`src/rtl/gbc_ppu_pkg.sv`:
```
// Shared PPU definitions: fetcher states, VRAM base addresses and CGB attribute bits.
// Defining GBC_CGB_ATTR_EN adds the attribute fetch states to the state enum.
package gbc_ppu_pkg;

  typedef enum logic [3:0] {
    IDLE,
    MAP_A,
    MAP_D,
`ifdef GBC_CGB_ATTR_EN
    ATTR_A,
    ATTR_D,
`endif
    LO_A,
    LO_D,
    HI_A,
    HI_D,
    PUSH
  } fetch_state_e;

  localparam logic [12:0] MAP_BASE_0       = 13'h1800;
  localparam logic [12:0] MAP_BASE_1       = 13'h1C00;
  localparam logic [12:0] SIGNED_DATA_BASE = 13'h1000;

  localparam int ATTR_BANK_BIT  = 3;
  localparam int ATTR_XFLIP_BIT = 5;
  localparam int ATTR_YFLIP_BIT = 6;
  localparam int ATTR_PRIO_BIT  = 7;

  function automatic logic [7:0] bit_reverse(input logic [7:0] b);
    logic [7:0] r;
    for (int i = 0; i < 8; i++) r[i] = b[7-i];
    return r;
  endfunction

endpackage

```
`src/rtl/tile_addr_gen.sv`:
```
// Combinational VRAM address generation for the background tile fetcher:
// tile map entry address and tile data (low byte) address.
module tile_addr_gen
  import gbc_ppu_pkg::*;
(
  input  logic        tile_sel,
  input  logic        map_sel,
  input  logic [4:0]  scx_tile,
  input  logic [7:0]  scy,
  input  logic [7:0]  ly,
  input  logic [4:0]  tile_x,
  input  logic [7:0]  tile_idx,
  input  logic        y_flip,
  output logic [12:0] map_addr,
  output logic [12:0] data_addr
);

  logic [7:0] line_y;
  logic [2:0] row;
  logic [4:0] map_col;

  // The 5-bit column sum wraps 31->0 inside the same map row; the 13-bit
  // data sum wraps the signed-mode address around the 8 KiB bank.
  always_comb begin
    line_y  = ly + scy;
    row     = y_flip ? ~line_y[2:0] : line_y[2:0];
    map_col = scx_tile + tile_x;
    map_addr = (map_sel ? MAP_BASE_1 : MAP_BASE_0) + {3'b000, line_y[7:3], map_col};
    if (tile_sel)
      data_addr = {1'b0, tile_idx, row, 1'b0};
    else
      data_addr = SIGNED_DATA_BASE + {tile_idx[7], tile_idx, row, 1'b0};
  end

endmodule

```
`src/rtl/bg_tile_fetcher.sv`:
```
// Background tile fetcher: walks one scanline of tiles through VRAM and hands each
// tile's bitplanes to the pixel FIFO. Define GBC_CGB_ATTR_EN for CGB attribute fetches.
module bg_tile_fetcher
  import gbc_ppu_pkg::*;
#(
  parameter int TILES_PER_LINE = 21
) (
  input  logic        clock,
  input  logic        reset_n,
  input  logic        start,
  input  logic        abort,
  output logic        busy,
  output logic        line_done,
  input  logic        tile_sel,
  input  logic        map_sel,
  input  logic [7:0]  scx,
  input  logic [7:0]  scy,
  input  logic [7:0]  ly,
  output logic        vram_rd,
  output logic [12:0] vram_addr,
  output logic        vram_bank,
  input  logic [7:0]  vram_data,
  output logic        tile_valid,
  input  logic        tile_ready,
  output logic [7:0]  tile_lo,
  output logic [7:0]  tile_hi,
  output logic        tile_prio
);

  localparam logic [7:0] LAST_TILE = 8'(TILES_PER_LINE - 1);

  fetch_state_e state, next_state;

  logic        cfg_tile_sel, cfg_map_sel;
  logic [4:0]  cfg_scx_tile;
  logic [7:0]  cfg_scy, cfg_ly;
  logic [7:0]  tile_count;
  logic [7:0]  tile_idx;
  logic [7:0]  lo_q, hi_q;
  logic [12:0] map_addr, data_addr;
  logic        x_flip, y_flip, data_bank, prio;
  logic        last_tile;

`ifdef GBC_CGB_ATTR_EN
  logic attr_bank, attr_xflip, attr_yflip, attr_prio;
  assign x_flip    = attr_xflip;
  assign y_flip    = attr_yflip;
  assign data_bank = attr_bank;
  assign prio      = attr_prio;
`else
  assign x_flip    = 1'b0;
  assign y_flip    = 1'b0;
  assign data_bank = 1'b0;
  assign prio      = 1'b0;
`endif

  assign last_tile = (tile_count == LAST_TILE);
  assign busy      = (state != IDLE);
  assign tile_lo   = lo_q;
  assign tile_hi   = hi_q;
  assign tile_prio = prio;

  tile_addr_gen u_addr (
    .tile_sel  (cfg_tile_sel),
    .map_sel   (cfg_map_sel),
    .scx_tile  (cfg_scx_tile),
    .scy       (cfg_scy),
    .ly        (cfg_ly),
    .tile_x    (tile_count[4:0]),
    .tile_idx  (tile_idx),
    .y_flip    (y_flip),
    .map_addr  (map_addr),
    .data_addr (data_addr)
  );

  always_ff @(posedge clock or negedge reset_n) begin
    if (!reset_n) state <= IDLE;
    else          state <= next_state;
  end

  // Abort overrides everything, including the request strobes of the current state.
  always_comb begin
    next_state = state;
    vram_rd    = 1'b0;
    vram_addr  = 13'd0;
    vram_bank  = 1'b0;
    tile_valid = 1'b0;
    case (state)
      IDLE:   if (start) next_state = MAP_A;
      MAP_A:  begin
        vram_rd    = 1'b1;
        vram_addr  = map_addr;
        next_state = MAP_D;
      end
`ifdef GBC_CGB_ATTR_EN
      MAP_D:  next_state = ATTR_A;
      ATTR_A: begin
        vram_rd    = 1'b1;
        vram_addr  = map_addr;
        vram_bank  = 1'b1;
        next_state = ATTR_D;
      end
      ATTR_D: next_state = LO_A;
`else
      MAP_D:  next_state = LO_A;
`endif
      LO_A:   begin
        vram_rd    = 1'b1;
        vram_addr  = data_addr;
        vram_bank  = data_bank;
        next_state = LO_D;
      end
      LO_D:   next_state = HI_A;
      HI_A:   begin
        vram_rd    = 1'b1;
        vram_addr  = data_addr | 13'd1;
        vram_bank  = data_bank;
        next_state = HI_D;
      end
      HI_D:   next_state = PUSH;
      PUSH:   begin
        tile_valid = 1'b1;
        if (tile_ready) next_state = last_tile ? IDLE : MAP_A;
      end
      default: next_state = IDLE;
    endcase
    if (abort) begin
      next_state = IDLE;
      vram_rd    = 1'b0;
      tile_valid = 1'b0;
    end
  end

  // Datapath: line configuration snapshot, fetched bytes and tile counter.
  always_ff @(posedge clock or negedge reset_n) begin
    if (!reset_n) begin
      cfg_tile_sel <= 1'b0;
      cfg_map_sel  <= 1'b0;
      cfg_scx_tile <= 5'd0;
      cfg_scy      <= 8'd0;
      cfg_ly       <= 8'd0;
      tile_count   <= 8'd0;
      tile_idx     <= 8'd0;
      lo_q         <= 8'd0;
      hi_q         <= 8'd0;
      line_done    <= 1'b0;
`ifdef GBC_CGB_ATTR_EN
      attr_bank    <= 1'b0;
      attr_xflip   <= 1'b0;
      attr_yflip   <= 1'b0;
      attr_prio    <= 1'b0;
`endif
    end else begin
      line_done <= 1'b0;
      case (state)
        IDLE: if (start && !abort) begin
          cfg_tile_sel <= tile_sel;
          cfg_map_sel  <= map_sel;
          cfg_scx_tile <= scx[7:3];
          cfg_scy      <= scy;
          cfg_ly       <= ly;
          tile_count   <= 8'd0;
        end
        MAP_D: tile_idx <= vram_data;
`ifdef GBC_CGB_ATTR_EN
        ATTR_D: begin
          attr_bank  <= vram_data[ATTR_BANK_BIT];
          attr_xflip <= vram_data[ATTR_XFLIP_BIT];
          attr_yflip <= vram_data[ATTR_YFLIP_BIT];
          attr_prio  <= vram_data[ATTR_PRIO_BIT];
        end
`endif
        LO_D: lo_q <= x_flip ? bit_reverse(vram_data) : vram_data;
        HI_D: hi_q <= x_flip ? bit_reverse(vram_data) : vram_data;
        PUSH: if (tile_ready && !abort) begin
          tile_count <= tile_count + 8'd1;
          line_done  <= last_tile;
        end
        default: ;
      endcase
    end
  end

endmodule

```
`config.mk`:
```
export PLATFORM = sky130hd
export DESIGN_NAME = bg_tile_fetcher
export DESIGN_NICKNAME = d
export VERILOG_FILES = /design/src/rtl/gbc_ppu_pkg.sv /design/src/rtl/tile_addr_gen.sv /design/src/rtl/bg_tile_fetcher.sv
export SDC_FILE = /design/constraint.sdc
export NUM_CORES = 1
export LEC_CHECK = 0
export CAP_MARGIN = 0
export CORE_MARGIN = 1.5
export CORE_UTILIZATION = 40
export DETAILED_ROUTE_END_ITERATION = 6
export GPL_TIMING_DRIVEN = 0
export PLACE_DENSITY = 0.63
export SKIP_CTS_REPAIR_TIMING = 1
export SLEW_MARGIN = 20
export SYNTH_ARGS = -nofsm -noshare
export SYNTH_HDL_FRONTEND = slang
export SYNTH_HIERARCHICAL = 1
export SYNTH_SLANG_ARGS = --single-unit
```
`constraint.sdc`:
```
create_clock -name clock -period 3.55 [get_ports clock]
set_clock_uncertainty 0.05 [all_clocks]
set_input_delay 0.71 -clock clock [delete_from_list [all_inputs] [get_ports clock]]
set_output_delay 0.71 -clock clock [all_outputs]
set_load 0.02 [all_outputs]
```
; ---- After elaboration in Yosys (flattened, before gate mapping)
; Index checks and enable logic that the tools add are counted.
[word_totals]
reg_bits = 60
inputBits = 39
out_inout_bits = 35
word_cells = 55
[classes]
n_addsub = 5
eq_ne = 12
mux = 17
reduce_logical = 10
[op_table]
columns = operator, count
row1 = 13-bit case mux with 3 select lines, 1
row2 = 4-bit case mux with 8 select lines, 1
row3 = "4-bit by 3-bit equality test with 1-bit output, second input constant", 4
row4 = 8-bit 2-to-1 mux, 2
row5 = 8-bit case mux with 2 select lines, 1
row6 = 13-bit by 10-bit adder with 13-bit output, 1
row7 = "13-bit adder, first input constant", 1
row8 = 13-bit 2-to-1 mux, 1
row9 = 4-bit 2-to-1 mux, 3
row10 = 11-bit 2-to-1 mux, 1
row11 = "8-bit by 1-bit adder with 8-bit output, second input constant", 1
row12 = 8-bit adder, 1
row13 = "4-bit by 2-bit equality test with 1-bit output, second input constant", 2
row14 = "8-bit by 5-bit equality test with 1-bit output, second input constant", 1
row15 = 1-bit 2-to-1 mux, 7
row16 = "3-bit inequality test, second input constant", 2
row17 = 5-bit adder, 1
row18 = "4-bit by 1-bit equality test with 1-bit output, second input constant", 1
row19 = 4-bit zero test, 1
row20 = "2-bit inequality test, second input constant", 2
row21 = 2-bit AND reduction, 2
row22 = 4-bit nonzero test, 1
row23 = 3-bit AND reduction, 1
row24 = 3-bit OR reduction, 1
row25 = 3 further kinds, 4

; ---- Depth between registers and ports, before layout
; Gate-level depths: netlist (run 1).
[depth]
word_depth = 5
ltp_mapped = 10

; ---- Cells and area by module
; The synthesis (run 1) kept the hierarchy.
[by_module_without_submodules]
columns = mod, instances, cells_per_inst, area_each_um2, seq_area_each_um2
row1 = bg_tile_fetcher, 1, 283, 2812.7, 1476.4
row2 = tile_addr_gen, 1, 65, 540.5, 0.0

; ---- Least setup slack after synthesis (run 1)
; OpenSTA, ideal clock, no wires.
[synth_path]
kind = reg2out
startpoint = register cfg_scy[0]
endpoint = output port vram_addr[8]
arrival_ns = 2.022
slack_ns = 0.768
path_stages_with_launch = 10
n_path_buf = 0
cell_sequence = dfrtp_1 ha_1 fa_1 a211oi_1 o21bai_1 a21oi_1 xnor2_1 mux2i_1 o21ai_0 and2_1
[synth_via]
elab_cells_between_ends = 5
classes_between = add/sub (3) / mux (2)
[synth_lines]
columns = element, line_no
row1 = start: declaration, bg_tile_fetcher.sv:36  ; logic [7:0] cfg_scy, cfg_ly;
row2 = start signal: assignment, bg_tile_fetcher.sv:160  ; cfg_scy <= scy;
row3 = 8-bit adder, tile_addr_gen.sv:25  ; line_y = ly + scy;
row4 = 13-bit by 10-bit adder with 13-bit output, tile_addr_gen.sv:28  ; map_addr = (map_sel ? MAP_BASE_1 : MAP_BASE_0) + {3'b000, line_y[7:3], map_col};
row5 = via map_addr[8], bg_tile_fetcher.sv:40  ; logic [12:0] map_addr, data_addr;
row6 = 13-bit case mux with 3 select lines, bg_tile_fetcher.sv:88  ; case (state)
row7 = end: declaration, bg_tile_fetcher.sv:20  ; output logic [12:0] vram_addr,
; The timed path passes the listed nets, and every way through them passes these cells.

; ---- Worst setup path in the final report (run 1)
; Same ends and word-level chain as after synthesis.

==> results of run 1 <==
registers in the layout, summed over array words and instances (netlist names):
name and count:
cfg_map_sel 1, cfg_scy 8, cfg_tile_sel 1, cfg_scx_tile 5, line_done 1, tile_lo 8, cfg_ly 8, tile_hi 8
state 3, tile_count 8, tile_idx 8
synthesized netlist by cell type, types with 2 or more instances:
cell type,n
a211oi_1,2
a21o_1,5
a21oi_1,11
and2_1,12
and3_1,2
buf_2,4
buf_4,14
clkbuf_1,9
conb_1,3
dfrtp_1,59
fa_1,2
ha_1,13
inv_1,13
mux2_2,24
mux2i_1,12
nand2_1,86
nand3_1,4
nand4_1,3
nor2_1,3
nor2b_1,2
nor3_1,2
nor3b_2,2
o21ai_0,18
o32ai_1,2
or3_1,3
xnor2_1,11
xor2_1,5
cells by family (layout without fill, tap and decap cells):
kind of cell,Yosys count,after routing,share of synthesized area [%]
muxes,36,36,11.6
xor gates and xnor gates,16,16,4.18
and+or+nand+nor,127,127,17.8
DFF,59,59,44.0
buffers and inverters,41,125,6.31
AOI/OAI and AO/OA,51,51,9.66
other,3,8,0.336
adders and majority gates,15,15,6.04
how the worst min path moves through the flow:
stage	cells after the start	to	start
final	1	tile_hi[2]	reset_n
after CTS	1	tile_idx[2]	reset_n
after floorplan	0	cfg_ly[0]	reset_n
after global routing	1	tile_hi[2]	reset_n
after global placement	2	cfg_map_sel	cfg_map_sel
after detailed placement	2	cfg_map_sel	cfg_map_sel
power breakdown:
| part | internal, mW | total [mW] | switching, mW |
|---|---|---|---|
| sequential | 0.866 | 0.986 | 0.121 |
| combinational | 0.613 | 1.18 | 0.567 |
| clock | 0.327 | 0.625 | 0.299 |
| total | 1.81 | 2.79 | 0.987 |
layout by cell type (no fill, tap or decap), types with 2 or more instances in the layout:
| cell | netlist | final |
|---|---|---|
| a21oi_1 | 11 | 11 |
| a21o_1 | 5 | 5 |
| fa_1 | 2 | 2 |
| conb_1 | 3 | 8 |
| mux2_2 | 24 | 24 |
| xor2_1 | 5 | 5 |
| dfrtp_1 | 59 | 59 |
| a211oi_1 | 2 | 2 |
| nand3_1 | 4 | 4 |
| ha_1 | 13 | 13 |
| buf_2 | 4 | 4 |
| nor3b_2 | 2 | 2 |
| inv_1 | 13 | 13 |
| xnor2_1 | 11 | 10 |
| nor3_1 | 2 | 2 |
| clkinvlp_4 | 0 | 3 |
| clkdlybuf4s50_1 | 0 | 60 |
| clkinv_4 | 0 | 3 |
| o32ai_1 | 2 | 2 |
| clkbuf_1 | 9 | 9 |
| nor2_1 | 3 | 3 |
| and3_1 | 2 | 2 |
| mux2i_1 | 12 | 12 |
| buf_4 | 14 | 15 |
| and2_1 | 12 | 12 |
| dlymetal6s2s_1 | 0 | 5 |
| clkbuf_8 | 0 | 9 |
| o21ai_0 | 18 | 18 |
| nor2b_1 | 2 | 2 |
| nand4_1 | 3 | 3 |
| nand2_1 | 86 | 86 |
| or3_1 | 3 | 3 |
routing by layer:
metal | up-vias | track usage, % | share of wire, %
li1 | 1321 | - | -
met1 | 1231 | 22.6 | 46
met2 | 48 | 31.7 | 49
met3 | 14 | 3.54 | 3.3
met4 | 0 | 7.71 | 2.0
met5 | - | 0 | 0
worst max-delay path, cell delays in order (launching register included):
cell and delay [ns]:
dfrtp_1 0.38, ha_1 0.25, fa_1 0.44, a211oi_1 0.25, o21bai_1 0.10, a21oi_1 0.19
xnor2_1 0.19, mux2i_1 0.10, o21ai_0 0.13, and2_1 0.14, clkbuf_2 0.17
area by class of cell:
class | instances | area (um^2)
clock buffers | 9 | 124
plain buffers | 28 | 163
inverters | 13 | 48.8
well taps | 105 | 131
clock inverters | 7 | 78.8
multi-input cells | 253 | 1690
flip-flops and latches | 59 | 1480
repair buffers | 68 | 696
fillers | 751 | 3770
==> qor.csv, run 1 <==
metric,value,unit
status,"complete, no violations",
drive_gt1_share,16.0,%
syn_area,3350,um^2
p_leak,2.07,nW
gp_congestion,0.782,
clk_latency,0.34,ns
cts_max_level,3,
io_buffers,67,
period_minus_slack,3.45,ns
postRouteAntennaNets,0,
arrival,2.69,ns
antenna_found_initial,0,
fin_setup_tns,0,ns
design_area,4410,um^2
cts_num_sinks,59,
cp-start-kind,flip-flop,
finalCoreUtilization,53.9,%
crit_required,2.79,ns
stdcell_count,542,
crit_end,vram_addr[8],
die_y,94.6,um
total_power,2.79,mW
slew_headroom,49.9,%
min_period_over_period,97.1,%
cts_made_buffers,9,
grtUsageTotal,18.5,%
yosys.area.top_type_share,44.0,%
drc,0,
worst_pin_slew,0.748,ns
firstDrtPassIters,4,
crit_path_end_kind,output port,
synth-seq-area-share,44.0,%
fmax,290,MHz
reg2regPathDepth,4,
die_w,94.6,um
dpl_cell_area,4190,um^2
wl,7.47,mm
diodes,0,
rsz0062_at_grt,true,
detail_route.wl_per_cell,13.8,um
setup_viol_count_final,0,
cts_tree,built,
r2r_slack,1.51,ns
synth_area_leader_cell,dfrtp_1,
dieArea,8940,um^2
dp_slack,0.0289,ns
holdWs,0.203,ns
yosys_warnings,6,
post_drt_via_cell_ratio,4.82,
power_density,633,nW/um^2
syn_to_final_growth,31.5,%
grt_pass1_wl,12.7,mm
r2r_start,state[0],
cp-startpoint,cfg_scy[0],
start_util,41.0,%
worstPathMaxFanout,3,
slew_violations,0,
setup_ws,0.104,ns
gr-total-overflow,0,
synth_edf_count,0,
clkTransAtPathRegs,0.07,ns
drt_iter0_markers,60,
synthTopCellsByArea,"dfrtp_1 (44%), nand2_1 (9.6%), mux2_2 (8.1%)",
coreArea,8180,um^2
io_pins,74,
netlist_instances,348,
reg2reg_to,tile_count[6],
yosysUniqueCellTypes,49,
synth_ff_type,dfrtp_1,
first_global_vias,2703,
crit_type,reg2out,
hold_violations,0,
hold_class,in2async,
ys_async_sr_fraction,100,%
dp_hpwl,5.60,mm
fp-row-count,33,
fin_nets,486,
vdd_drop_max,0.289,mV
clk_path_buf_depth,2,
maxCapViolCount,0,
ys_ff_latch,59,
vias,2614,
dp_cells,526,
clock-root-buffer,clkbuf_8,
synth_area_per_cell,9.64,um^2
grt_max_degree,40,
(Power assumes the default switching activity.)
==> run 2: changes to the inputs <==
--- a/config.mk
+++ b/config.mk
@@ -6,11 +6,11 @@
 export NUM_CORES = 1
 export LEC_CHECK = 0
 export CAP_MARGIN = 0
-export CORE_MARGIN = 1.5
+export CELL_PAD_IN_SITES_DETAIL_PLACEMENT = 1
+export CELL_PAD_IN_SITES_GLOBAL_PLACEMENT = 1
 export CORE_UTILIZATION = 40
 export DETAILED_ROUTE_END_ITERATION = 6
-export GPL_TIMING_DRIVEN = 0
-export PLACE_DENSITY = 0.63
+export PLACE_DENSITY = 0.8
 export SKIP_CTS_REPAIR_TIMING = 1
 export SLEW_MARGIN = 20
 export SYNTH_ARGS = -nofsm -noshare
==> qor.csv, run 2 (same netlist as run 1, synthesis figures left out) <==
metric,value,unit,change
crit_end,vram_addr[8],,
coreArea,8180,um^2,unchanged
cp-startpoint,cfg_scy[0],,
cp_cell_sequence,"ha_1, fa_1, a211oi_2, o21bai_1, a21oi_1, xnor2_1, mux2i_1, o21ai_0, and2_1, clkbuf_2",,
hold_violations,0,,unchanged
gp_congestion,0.780,,-0.19%
wl,8.34,mm,+12%
die_y,93.6,um,-1.1%
stdcell_count,521,,-3.9%
crit_path_end_kind,output port,,
grtUsageTotal,20.9,%,+2.5 points
arrival,2.62,ns,-0.07 ns
fp-row-count,33,,unchanged
gr-total-overflow,0,,unchanged
cp_slowest_cell,fa_1,,
min_period_over_period,95.3,%,-1.7 points
clkTransAtPathRegs,0.07,ns,about the same
dieArea,8750,um^2,-2.1%
rsz0062_at_grt,false,,
io_buffers,68,,+1.5%
detail_route.wl_per_cell,16.0,um,+16%
r2r_slack,1.15,ns,-0.36 ns
grt_pass1_wl,14.1,mm,+11%
cts_max_level,3,,unchanged
p_leak,2.00,nW,-3.3%
diodes,0,,unchanged
drive_gt1_share,15.1,%,-0.87 points
reg2reg_to,tile_count[6],,
start_util,41.0,%,unchanged
maxCapViolCount,0,,unchanged
cts_tree,built,,
hold_class,reg2reg,,
cts_made_buffers,9,,unchanged
crit_required,2.79,ns,about the same
slew_headroom,34.8,%,-15 points
status,"complete, no violations",,
clk_path_buf_depth,2,,unchanged
reg2regPathDepth,5,,+1
postRouteAntennaNets,0,,unchanged
crit_type,reg2out,,
io_pins,74,,unchanged
final_common_cell,nand2_1,,
syn_to_final_growth,28.0,%,
drc,0,,unchanged
period_minus_slack,3.38,ns,-0.0621 ns
mostFrequentLayoutCells,"nand2_1 (86), clkdlybuf4s50_1 (60), dfrtp_1 (58)",,
fin_nets,466,,-4.1%
slew_violations,0,,unchanged
firstDrtPassIters,4,,unchanged
cts_num_sinks,59,,unchanged
nFillCells,946,,+26%
slowest_delay,0.46,ns,+0.02 ns
vias,2656,,+1.6%
cp-start-kind,flip-flop,,
clk_latency,0.34,ns,about the same
vdd_drop_max,0.269,mV,-7.1%
post_drt_via_cell_ratio,5.10,,+5.7%
finalCoreUtilization,52.5,%,-1.4 points
grt_max_degree,43,,+7.5%
fmax,295,MHz,+1.8%
die_w,93.6,um,-1.1%
first_global_vias,2833,,+4.8%
drt_iter0_markers,58,,-3.3%
dp_hpwl,6.03,mm,+7.8%
power_density,636,nW/um^2,+0.50%
worstPathMaxFanout,3,,unchanged
clock-root-buffer,clkbuf_8,,
worst_pin_slew,0.978,ns,+0.230 ns
dp_cells,506,,-3.8%
r2r_start,state[1],,
antenna_found_initial,0,,unchanged
setup_viol_count_final,0,,unchanged
[run 2: through the flow]
stage                     power [mW]  setup TNS, ns  cell area, um^2  hold slack (ns)  worst slack, ns
final                           2.73              0             4290            0.433            0.166
after global routing            2.90              0             4290            0.463           0.0222
after detailed placement        2.13              0             4080            0.420           0.0261
after floorplan                 1.76              0             3370            0.364            0.768
after global placement          2.08              0             4080            0.412            0.103
after CTS                       2.75         -0.963             4270            0.437           -0.348
[run 2: how the worst min path moves through the flow]
stage	start	endpoint	slack, ns	depth (start not counted)
floorplan	reset_n	cfg_ly[0]	0.36	0
global placement	cfg_tile_sel	cfg_tile_sel	0.41	2
detailed placement	cfg_tile_sel	cfg_tile_sel	0.42	2
CTS	cfg_scy[5]	cfg_scy[5]	0.44	2
global route	cfg_scy[4]	cfg_scy[4]	0.46	2
finish	cfg_scy[5]	cfg_scy[5]	0.43	2
[run 2: area by class of cell]
cell class	instances	area [um^2]	share of cell area [%]
Clock buffer	9	124	2.89
Clock inverter	6	67.6	1.57
Inverter	13	48.8	1.14
Multi-Input combinational cell	253	1700	39.7
Sequential cell	59	1480	34.4
Tap cell	105	131	3.06
Timing Repair Buffer	76	738	17.2
[run 2: layer usage]
layer | up-vias | part of all wire [%] | global-route usage [%]
met5 | - | 0 | 0
met4 | 0 | 1.1 | 6.54
met3 | 8 | 2.3 | 3.50
met2 | 45 | 51 | 36.2
met1 | 1326 | 46 | 26.6
li1 | 1277 | - | -
[run 2: where the power goes]
part	internal [mW]	switching, mW	leakage [nW]	total [mW]
logic	0.555	0.566	1.17	1.12
registers	0.866	0.143	0.737	1.01
clock network	0.321	0.280	0.0913	0.601
[run 2: critical path, delay by kind of cell (launching register included)]
kind	cells	cell delay, ns
compound gates	4	0.64
buf+inv	1	0.17
xor+xnor	1	0.15
flops	1	0.39
mux	1	0.09
simple gates	1	0.14
fa+ha+maj	2	0.72
==> run 3: changes to the inputs <==
--- a/config.mk
+++ b/config.mk
@@ -8,11 +8,10 @@
 export CAP_MARGIN = 0
 export CELL_PAD_IN_SITES_DETAIL_PLACEMENT = 1
 export CELL_PAD_IN_SITES_GLOBAL_PLACEMENT = 1
-export CORE_UTILIZATION = 40
+export CORE_UTILIZATION = 39
 export DETAILED_ROUTE_END_ITERATION = 6
-export PLACE_DENSITY = 0.8
+export PLACE_DENSITY = 0.78
 export SKIP_CTS_REPAIR_TIMING = 1
-export SLEW_MARGIN = 20
 export SYNTH_ARGS = -nofsm -noshare
 export SYNTH_HDL_FRONTEND = slang
 export SYNTH_HIERARCHICAL = 1
==> constraint.sdc (replaced) <==
create_clock -name clock -period 3.6 [get_ports clock]
set_clock_uncertainty 0.05 [all_clocks]
set_input_delay 0.72 -clock clock [delete_from_list [all_inputs] [get_ports clock]]
set_output_delay 0.72 -clock clock [all_outputs]
set_load 0.02 [all_outputs]
==> qor.csv, run 3 (same netlist as run 1, synthesis figures left out) <==
metric,value,unit,change
dp_cells,506,,unchanged
fin_setup_tns,0,ns,unchanged
clkTransAtPathRegs,0.06,ns,about the same
critical_path_depth,7,,-3
worstPathMaxFanout,3,,unchanged
cp_top_family,adder cells,,
cts_tree,built,,
period_minus_slack,3.46,ns,
cts_made_buffers,9,,unchanged
vdd_drop_max,0.274,mV,+2.2%
mostFrequentLayoutCells,"nand2_1 (86), clkdlybuf4s50_1 (62), dfrtp_1 (59)",,
total_power,2.76,mW,+1.1%
first_global_vias,2809,,-0.85%
vias,2668,,+0.45%
clk_path_buf_depth,2,,unchanged
rsz0062_at_grt,false,,
crit_type,reg2out,,
slew_headroom,24.4,%,-10 points
p_leak,2.00,nW,about the same
drive_gt1_share,14.4,%,-0.76 points
status,"complete, no violations",,
cts_num_sinks,59,,unchanged
io_pins,74,,unchanged
grtUsageTotal,20.3,%,-0.67 points
clk_latency,0.34,ns,about the same
firstDrtPassIters,4,,unchanged
drc,0,,unchanged
min_period_over_period,96.1,%,
coreArea,8260,um^2,+1.0%
cp_slowest_cell,clkdlybuf4s50_1,,
final_common_cell,nand2_1,,
hold_class,reg2reg,,
critPathBufInv,1,,unchanged
io_buffers,68,,unchanged
post_drt_via_cell_ratio,5.11,,+0.26%
dp_hpwl,5.93,mm,-1.7%
ff_latch_area,1480,um^2,about the same
grt_pass1_wl,13.8,mm,-2.4%
start_util,40.6,%,-0.41 points
postRouteAntennaNets,0,,unchanged
detail_route.wl_per_cell,15.8,um,-1.2%
reg2regPathDepth,4,,-1
die_y,94.7,um,+1.2%
cts_max_level,3,,unchanged
diodes,0,,unchanged
wl,8.25,mm,-1.0%
nFillCells,942,,-0.42%
power_density,640,nW/um^2,+0.57%
maxCapViolCount,0,,unchanged
cp-start-kind,flip-flop,,
slew_violations,0,,unchanged
fin_nets,466,,unchanged
setup_ws,0.139,ns,-0.0264 ns
fp-row-count,33,,unchanged
hold_violations,0,,unchanged
hold_depth,2,,unchanged
grt_max_degree,50,,+16%
antenna_found_initial,0,,unchanged
syn_to_final_growth,28.7,%,
gp_congestion,0.781,,about the same
worst_pin_slew,1.13,ns,+0.156 ns
finalCoreUtilization,52.2,%,-0.25 points
gr-total-overflow,0,,unchanged
fmax,289,MHz,
multi_input_area,1700,um^2,-0.29%
drt_iter0_markers,104,,+79%
stdcell_count,522,,+0.19%
die_w,94.7,um,+1.2%
crit_path_end_kind,output port,,
dp_slack,0.0980,ns,+0.0719 ns
clock-root-buffer,clkbuf_8,,
slowest_delay,0.60,ns,+0.14 ns
crit_required,2.83,ns,+0.04 ns
setup_viol_count_final,0,,unchanged
dieArea,8970,um^2,+2.5%
cp_cell_sequence,"ha_1, fa_2, xor2_1, mux2i_1, o21ai_0, and2_1, clkdlybuf4s50_1",,
arrival,2.69,ns,+0.07 ns
[run 3: worst paths after layout]
check | startpoint | to | slack [ns]
setup / recovery | cfg_scy[0] | vram_addr[2] | 0.14
hold / removal | cfg_ly[2] | cfg_ly[2] | 0.43
setup reg to reg | state[2] | tile_count[6] | 1.29
hold reg to reg | cfg_ly[2] | cfg_ly[2] | 0.43
max in group asynchronous | reset_n | cfg_scy[6] | 2.14
min in group asynchronous | reset_n | tile_hi[2] | 0.55
[run 3: routing by layer]
metal,wire length [um],vias to the layer above,share of wire [%],track usage [%]
met1,3680,1324,45,25.5
met4,138,0,1.7,8.08
li1,-,1279,-,-
met2,4210,51,51,34.3
met5,0,-,0,0
met3,225,14,2.7,3.62
[run 3: layout make-up]
cell class | count | share of cell area, %
multi-input cells | 253 | 39.4
flip-flops and latches | 59 | 34.2
repair buffers | 76 | 17.2
well taps | 105 | 3.05
clock buffers | 10 | 2.96
clock inverters | 6 | 2.09
inverters | 13 | 1.13
[run 3: power by group]
| group | leakage (nW) | switching (mW) | total [mW] | internal [mW] |
|---|---|---|---|---|
| Sequential | 0.738 | 0.142 | 0.996 | 0.854 |
| Combinational | 1.15 | 0.552 | 1.10 | 0.552 |
| Clock | 0.106 | 0.270 | 0.661 | 0.391 |
| Total | 2.00 | 0.964 | 2.76 | 1.80 |
[run 3: metrics by stage]
| stage | hold slack, ns | area [um^2] |
|---|---|---|
| 3_5_place_dp | 0.421 | 4080 |
| 4_1_cts | 0.441 | 4300 |
| 6_report | 0.435 | 4310 |
| 5_1_grt | 0.466 | 4310 |
| 2_1_floorplan | 0.374 | 3370 |
| 3_3_place_gp | 0.417 | 4080 |
[run 3: worst reg2reg max path: stages, from the launching register on]
cell and delay [ns]:
dfrtp_1 0.62, or4b_4 0.60, a21o_1 0.28, or4_4 0.54, a21oi_2 0.14
